File: src/rtl/admm_pkg.sv
// Shared definitions for the ADMM iteration scheduler.
//   admm_state_t      : scheduler FSM states
//   DEF_HORIZON       : default number of horizon knots
//   DEF_STAGE_TIMEOUT : default per-stage watchdog limit in cycles
package admm_pkg;

  localparam int DEF_HORIZON       = 10;
  localparam int DEF_STAGE_TIMEOUT = 1024;

  typedef enum logic [3:0] {
    IDLE,
    P_GO,
    P_WAIT,
    S_GO,
    S_WAIT,
    D_GO,
    D_WAIT,
    R_GO,
    R_WAIT,
    FIN,
    ERR
  } admm_state_t;

endpackage

File: src/rtl/stage_watchdog.sv
// Per-stage watchdog: a clear/enable up-counter with an expire flag.
//   clk, reset : clock, async active-low reset
//   clear      : zero the count (held while a stage is being launched)
//   enable     : count this cycle (stage is waiting for its done)
//   expire     : the stage has now waited LIMIT-1 cycles without finishing
module stage_watchdog
  import admm_pkg::*;
#(
  parameter int LIMIT = DEF_STAGE_TIMEOUT
) (
  input  logic clk,
  input  logic reset,
  input  logic clear,
  input  logic enable,
  output logic expire
);

  localparam int CW = $clog2(LIMIT);

  logic [CW-1:0] cnt;

  always_ff @(posedge clk or negedge reset) begin
    if (!reset) begin
      cnt <= '0;
    end else if (clear) begin
      cnt <= '0;
    end else if (enable && !expire) begin
      cnt <= cnt + CW'(1);
    end
  end

  // Fires in the wait cycle whose increment would bring the count to
  // LIMIT-1, so the abort state is entered exactly LIMIT cycles after
  // the stage start pulse.
  assign expire = enable && (cnt == CW'(LIMIT - 2));

endmodule

File: src/rtl/admm_iter_ctrl.sv
// ADMM iteration scheduler. Per iteration it runs the primal solve once,
// then slack projection and dual update for every knot, then the residual
// check; it repeats until convergence or the iteration budget runs out.
//   clk, reset                 : clock, async active-low reset
//   start, horizon_len,
//   max_iter                   : solve request and its latched parameters
//   <stage>_start/<stage>_done : handshakes to primal/slack/dual/resid engines
//   resid_converged            : qualifies resid_done
//   knot_idx, iter_cnt         : current knot, completed iterations
//   busy, done, converged,
//   error                      : solve status
//
// state  | meaning
// IDLE   | waiting for start
// P_GO   | pulse primal_start
// P_WAIT | wait for primal_done
// S_GO   | pulse slack_start for knot_idx
// S_WAIT | wait for slack_done
// D_GO   | pulse dual_start for knot_idx
// D_WAIT | wait for dual_done, then next knot or residual
// R_GO   | pulse resid_start
// R_WAIT | wait for resid_done, then finish or iterate again
// FIN    | solve ended normally, pulse done
// ERR    | a stage timed out, pulse done with error
module admm_iter_ctrl
  import admm_pkg::*;
#(
  parameter int HORIZON       = DEF_HORIZON,
  parameter int MAX_ITER_W    = 8,
  parameter int STAGE_TIMEOUT = DEF_STAGE_TIMEOUT
) (
  input  logic                         clk,
  input  logic                         reset,
  input  logic                         start,
  input  logic [$clog2(HORIZON+1)-1:0] horizon_len,
  input  logic [MAX_ITER_W-1:0]        max_iter,
  output logic                         primal_start,
  input  logic                         primal_done,
  output logic                         slack_start,
  input  logic                         slack_done,
  output logic                         dual_start,
  input  logic                         dual_done,
  output logic                         resid_start,
  input  logic                         resid_done,
  input  logic                         resid_converged,
  output logic [$clog2(HORIZON)-1:0]   knot_idx,
  output logic [MAX_ITER_W-1:0]        iter_cnt,
  output logic                         busy,
  output logic                         done,
  output logic                         converged,
  output logic                         error
);

  localparam int HLW = $clog2(HORIZON + 1);
  localparam int KW  = $clog2(HORIZON);

  admm_state_t state, state_nxt;

  logic [HLW-1:0]        n_in;
  logic [HLW-1:0]        n_lat;
  logic [MAX_ITER_W-1:0] max_lat;
  logic                  last_knot;
  logic                  last_iter;
  logic                  wd_clear;
  logic                  wd_en;
  logic                  wd_expire;

  // Out-of-range knot counts are folded into 1..HORIZON at latch time.
  always_comb begin
    n_in = horizon_len;
    if (horizon_len == '0) begin
      n_in = HLW'(1);
    end else if (horizon_len > HLW'(HORIZON)) begin
      n_in = HLW'(HORIZON);
    end
  end

  assign last_knot = ((HLW'(knot_idx) + HLW'(1)) == n_lat);
  // One extra bit so the +1 cannot wrap before the compare.
  assign last_iter = (({1'b0, iter_cnt} + (MAX_ITER_W + 1)'(1)) == {1'b0, max_lat});

  stage_watchdog #(
    .LIMIT (STAGE_TIMEOUT)
  ) u_wd (
    .clk    (clk),
    .reset  (reset),
    .clear  (wd_clear),
    .enable (wd_en),
    .expire (wd_expire)
  );

  always_ff @(posedge clk or negedge reset) begin
    if (!reset) begin
      state <= IDLE;
    end else begin
      state <= state_nxt;
    end
  end

  // Done is always checked before the watchdog, so a stage finishing in
  // the expiry cycle still counts as success.
  always_comb begin
    state_nxt    = state;
    primal_start = 1'b0;
    slack_start  = 1'b0;
    dual_start   = 1'b0;
    resid_start  = 1'b0;
    busy         = 1'b1;
    done         = 1'b0;
    wd_clear     = 1'b0;
    wd_en        = 1'b0;
    case (state)
      IDLE: begin
        busy = 1'b0;
        if (start) state_nxt = P_GO;
      end
      P_GO: begin
        primal_start = 1'b1;
        wd_clear     = 1'b1;
        state_nxt    = P_WAIT;
      end
      P_WAIT: begin
        wd_en = 1'b1;
        if (primal_done)    state_nxt = S_GO;
        else if (wd_expire) state_nxt = ERR;
      end
      S_GO: begin
        slack_start = 1'b1;
        wd_clear    = 1'b1;
        state_nxt   = S_WAIT;
      end
      S_WAIT: begin
        wd_en = 1'b1;
        if (slack_done)     state_nxt = D_GO;
        else if (wd_expire) state_nxt = ERR;
      end
      D_GO: begin
        dual_start = 1'b1;
        wd_clear   = 1'b1;
        state_nxt  = D_WAIT;
      end
      D_WAIT: begin
        wd_en = 1'b1;
        if (dual_done)      state_nxt = last_knot ? R_GO : S_GO;
        else if (wd_expire) state_nxt = ERR;
      end
      R_GO: begin
        resid_start = 1'b1;
        wd_clear    = 1'b1;
        state_nxt   = R_WAIT;
      end
      R_WAIT: begin
        wd_en = 1'b1;
        if (resid_done)     state_nxt = (resid_converged || last_iter) ? FIN : P_GO;
        else if (wd_expire) state_nxt = ERR;
      end
      FIN: begin
        busy      = 1'b0;
        done      = 1'b1;
        state_nxt = IDLE;
      end
      ERR: begin
        busy      = 1'b0;
        done      = 1'b1;
        state_nxt = IDLE;
      end
      default: begin
        busy      = 1'b0;
        state_nxt = IDLE;
      end
    endcase
  end

  always_ff @(posedge clk or negedge reset) begin
    if (!reset) begin
      n_lat     <= '0;
      max_lat   <= '0;
      knot_idx  <= '0;
      iter_cnt  <= '0;
      converged <= 1'b0;
      error     <= 1'b0;
    end else begin
      case (state)
        IDLE: begin
          if (start) begin
            n_lat     <= n_in;
            max_lat   <= (max_iter == '0) ? MAX_ITER_W'(1) : max_iter;
            knot_idx  <= '0;
            iter_cnt  <= '0;
            converged <= 1'b0;
            error     <= 1'b0;
          end
        end
        D_WAIT: begin
          // Knot index returns to 0 as soon as the knot loop is left.
          if (dual_done) knot_idx <= last_knot ? '0 : knot_idx + KW'(1);
        end
        R_WAIT: begin
          if (resid_done) begin
            iter_cnt <= iter_cnt + MAX_ITER_W'(1);
            if (resid_converged) converged <= 1'b1;
          end
        end
        default: ;
      endcase
      if (state_nxt == ERR) begin
        error    <= 1'b1;
        knot_idx <= '0;
      end
    end
  end

endmodule

File: config.mk
export PLATFORM = sky130hd
export DESIGN_NAME = admm_iter_ctrl
export DESIGN_NICKNAME = d
export VERILOG_FILES = /design/src/rtl/admm_pkg.sv /design/src/rtl/stage_watchdog.sv /design/src/rtl/admm_iter_ctrl.sv
export SDC_FILE = /design/constraint.sdc
export NUM_CORES = 1
export LEC_CHECK = 0
export BUFFER_PORTS_ARGS = -buffer_cell sky130_fd_sc_hd__buf_2
export CORE_ASPECT_RATIO = 1.4
export CORE_MARGIN = 3
export CORE_UTILIZATION = 60
export CTS_CLUSTER_DIAMETER = 40
export DETAILED_ROUTE_END_ITERATION = 12
export PLACE_DENSITY_LB_ADDON = 0.3
export SYNTH_ARGS = -nofsm -noshare
export SYNTH_HDL_FRONTEND = slang
export SYNTH_HIERARCHICAL = 1
export SYNTH_SLANG_ARGS = --single-unit
export TNS_END_PERCENT = 30
File: constraint.sdc
create_clock -name clk -period 6 [get_ports clk]
set_input_delay 0.3 -clock clk [delete_from_list [all_inputs] [get_ports clk]]
set_output_delay 0.3 -clock clk [all_outputs]
set_load 0.02 [all_outputs]
==> impl_metrics.env <==
export IMPL_critical_path_arrival_ns=2.84
export IMPL_die_w_um=59.5
export IMPL_setup_tns_ns=0
export IMPL_clock_skew_ns=0.00713
export IMPL_total_power_uw=1030
export IMPL_r2r_cells=9
export IMPL_timing_final_ws_setup_ns=3.33
export IMPL_cts_buffers=5
export IMPL_gp_congestion=0.800
export IMPL_hold_ws_ns=0.121
export IMPL_synth_edf_count=0
export IMPL_hpwl_um=3600
export IMPL_pwr_share_seq_pct=42.5
export IMPL_port_buffers=39
export IMPL_fin_nets=326
export IMPL_ys_warnings_count=6
export IMPL_setup_viol=0
export IMPL_path_cells="o21a_1 -> nor3_1 -> inv_1 -> nor2_1 -> nor4bb_1 -> o21ai_0 -> nand4_1 -> and4b_1 -> nor4_1"
export IMPL_io_pins=40
export IMPL_final_max_slew_viol_count=0
export IMPL_cpMaxStageDelayCell="dfrtp_1"
export IMPL_hold_viol_final=0
export IMPL_h_tree_depth=2
export IMPL_powerDensity_nw_per_um2=390
export IMPL_routed_via_density=5.93
export IMPL_syn_num_nets=295
export IMPL_clk_pin_slew_ns=0.08
export IMPL_die_h_um=80.8
export IMPL_drt_pass1_iter_count=4
export IMPL_fmax_mhz=374
export IMPL_end_kind="register"
export IMPL_p_sw_uw=422
export IMPL_cts_tree="yes"
export IMPL_post_place_ws_ns=3.41
export IMPL_synthArstFlopShare_pct=100
export IMPL_synthesis_area_um2=2400
export IMPL_cts_resized=0
export IMPL_grt_usage_pct=23.5
export IMPL_cts_hold_buffers=0
export IMPL_start_util_pct=64.1
export IMPL_critical_path_class="register to register"
export IMPL_synth_ff_type="dfrtp_1"
export IMPL_clkLatencyLatePin_ns=0.29
export IMPL_finalWirelength_um=5000
export IMPL_core_area_um2=3740
export IMPL_worstHoldPathType="primary input to asynchronous set/reset pin"
export IMPL_num_vias=2046
export IMPL_p_int_uw=609
export IMPL_first_iter_violations=74
export IMPL_rsz0062_at_grt="false"
export IMPL_drive_gt1_share_pct=17.5
export IMPL_grt_max_degree=41
export IMPL_synth_cell_types=53
export IMPL_grt_pass1_wl_um=8670
export IMPL_cp_required_ns=6.16
export IMPL_syn_area_per_cell_um2=8.86
export IMPL_synthCells=271
export IMPL_pwr_share_clk_pct=17.6
export IMPL_routedWlPerCell_um=14.5
export IMPL_multi_input_area_um2=1290
export IMPL_clkSinkCount=40
export IMPL_p_sw_share_pct=40.9
export IMPL_slowest_delay_ns=0.53
export IMPL_clockBufferDepth=2
export IMPL_drc_errors=0
export IMPL_area_delta_synth_final_pct=10.0
export IMPL_dieArea_um2=4810
export IMPL_finalCritPeriodShare_pct=44.6
export IMPL_fill_cells=308
export IMPL_p_leak_uw=0.00127
export IMPL_grt_pass1_vias=1937
export IMPL_cts_setup_buffers=0
export IMPL_tightest_slew_ns=0.869
export IMPL_min_period_ns=2.67
export IMPL_pwr_share_comb_pct=39.9
export IMPL_status="completed"
export IMPL_drv_cap=0
export IMPL_cts_root_buffer="clkbuf_8"
export IMPL_regArea_um2=1000
export IMPL_slew_limit_headroom_pct=42.1
export IMPL_ir_drop_mv=0.247
export IMPL_drtAntennaViolNets=0
export IMPL_grt_ovfl_total=0
export IMPL_critPathLaunchType="register"
export IMPL_rows=26
export IMPL_antennaDiodeCount=0
export IMPL_antenna_found_initial=0
export IMPL_path_max_fanout=14
export IMPL_synth_seq_cells=40
export IMPL_yosysSeqAreaShare_pct=41.7
## worst paths after layout
check                                 start           to  slack [ns]
worst max-delay path               state[2]  knot_idx[2]        3.33
worst min-delay path                  reset     state[2]        0.12
worst max register to register     state[2]  knot_idx[2]        3.33
worst min register to register     n_lat[3]     n_lat[3]        0.50
max in group asynchronous             reset     n_lat[1]        5.34
min in group clk                max_iter[4]   max_lat[4]        0.21
## stage by stage
step                      instances  util (%)  area, µm²
after floorplan                 271         -       2400
final                           345      70.6       2640
after global routing            345      70.6       2640
after detailed placement        337      68.2       2550
after global placement          337      68.2       2550
after CTS                       345      70.6       2640
## layout by cell type (no fill, tap or decap), types with 3 or more instances in the layout
master,count
nor3_1,7
a21oi_1,11
dfrtp_1,40
o21ai_0,17
nor2_1,19
and3_1,5
nor2b_1,5
xor2_1,10
a31oi_1,7
buf_2,39
nand2b_1,3
inv_1,4
clkbuf_8,6
a211oi_1,3
nor4_1,3
ha_1,4
nand4_1,3
xnor2_1,17
nor3b_1,3
nand2_1,43
nand3_1,18
## registers in the layout (all words and copies together), names as in the netlist
signal and flops:
n_lat 4, iter_cnt 8, u_wd/cnt 10, error 1, converged 1, max_lat 8
knot_idx 4, state 4
## cell type report
| cell class | count | share of cell area [%] |
|---|---|---|
| repair buffers | 39 | 7.39 |
| well taps | 42 | 1.99 |
| inverters | 4 | 0.569 |
| flip-flops and latches | 40 | 37.9 |
| multi-input cells | 212 | 48.7 |
| clock buffers | 8 | 3.41 |
## worst max-delay path, delay by kind of cell (launching register included)
kind | cells | cell delay (ns)
AOI/OAI and AO/OA | 2 | 0.39
buffers and inverters | 1 | 0.14
DFF | 1 | 0.53
and+or+nand+nor | 6 | 1.50
## power by group through the flow
stage | Sequential [µW] | Combinational, µW | Clock [µW]
after floorplan | 417 | 335 | 0
after global placement | 437 | 400 | 0
after detailed placement | 442 | 407 | 0
after CTS | 436 | 411 | 189
after global routing | 453 | 467 | 201
final | 438 | 411 | 182
## synth_stat cells (all sizes together) (2+ instances only)
cell,number,area share (%)
nand2,43,6.7
dfrtp,40,42
nor2,20,3.2
nand3,18,3.8
o21ai,17,3.5
xnor2,17,6.2
a21oi,11,2.3
xor2,10,3.6
clkbuf,9,1.8
a31oi,7,1.8
nor3,7,1.5
and3,6,1.6
buf,6,2.2
nor2b,5,1.3
ha,4,2.1
inv,4,0.63
nand4,4,1.3
a211oi,3,0.94
nand2b,3,0.78
nor3b,3,0.94
nor4,3,0.78
a2111oi,2,1.3
a21o,2,0.63
and2,2,0.52
o21a,2,0.63
o21bai,2,0.63
or4,2,0.78
## logic make-up (layout without fill, tap and decap cells)
family | after synthesis | in the layout | share of synthesized area [%]
simple gates | 123 | 123 | 25.7
mux | 2 | 2 | 0.886
buf+inv | 19 | 51 | 4.69
compound gates | 56 | 56 | 15.1
xor+xnor | 27 | 27 | 9.85
flops | 40 | 40 | 41.7
fa+ha+maj | 4 | 4 | 2.09
## routing by layer
metal	track usage (%)	part of all wire, %	vias to the layer above
met3	4.61	4.4	9
li1	-	-	1012
met5	0	0	-
met4	8.16	1.6	0
met1	28.9	42	975
met2	40.3	52	50
(Power assumes the default switching activity.)
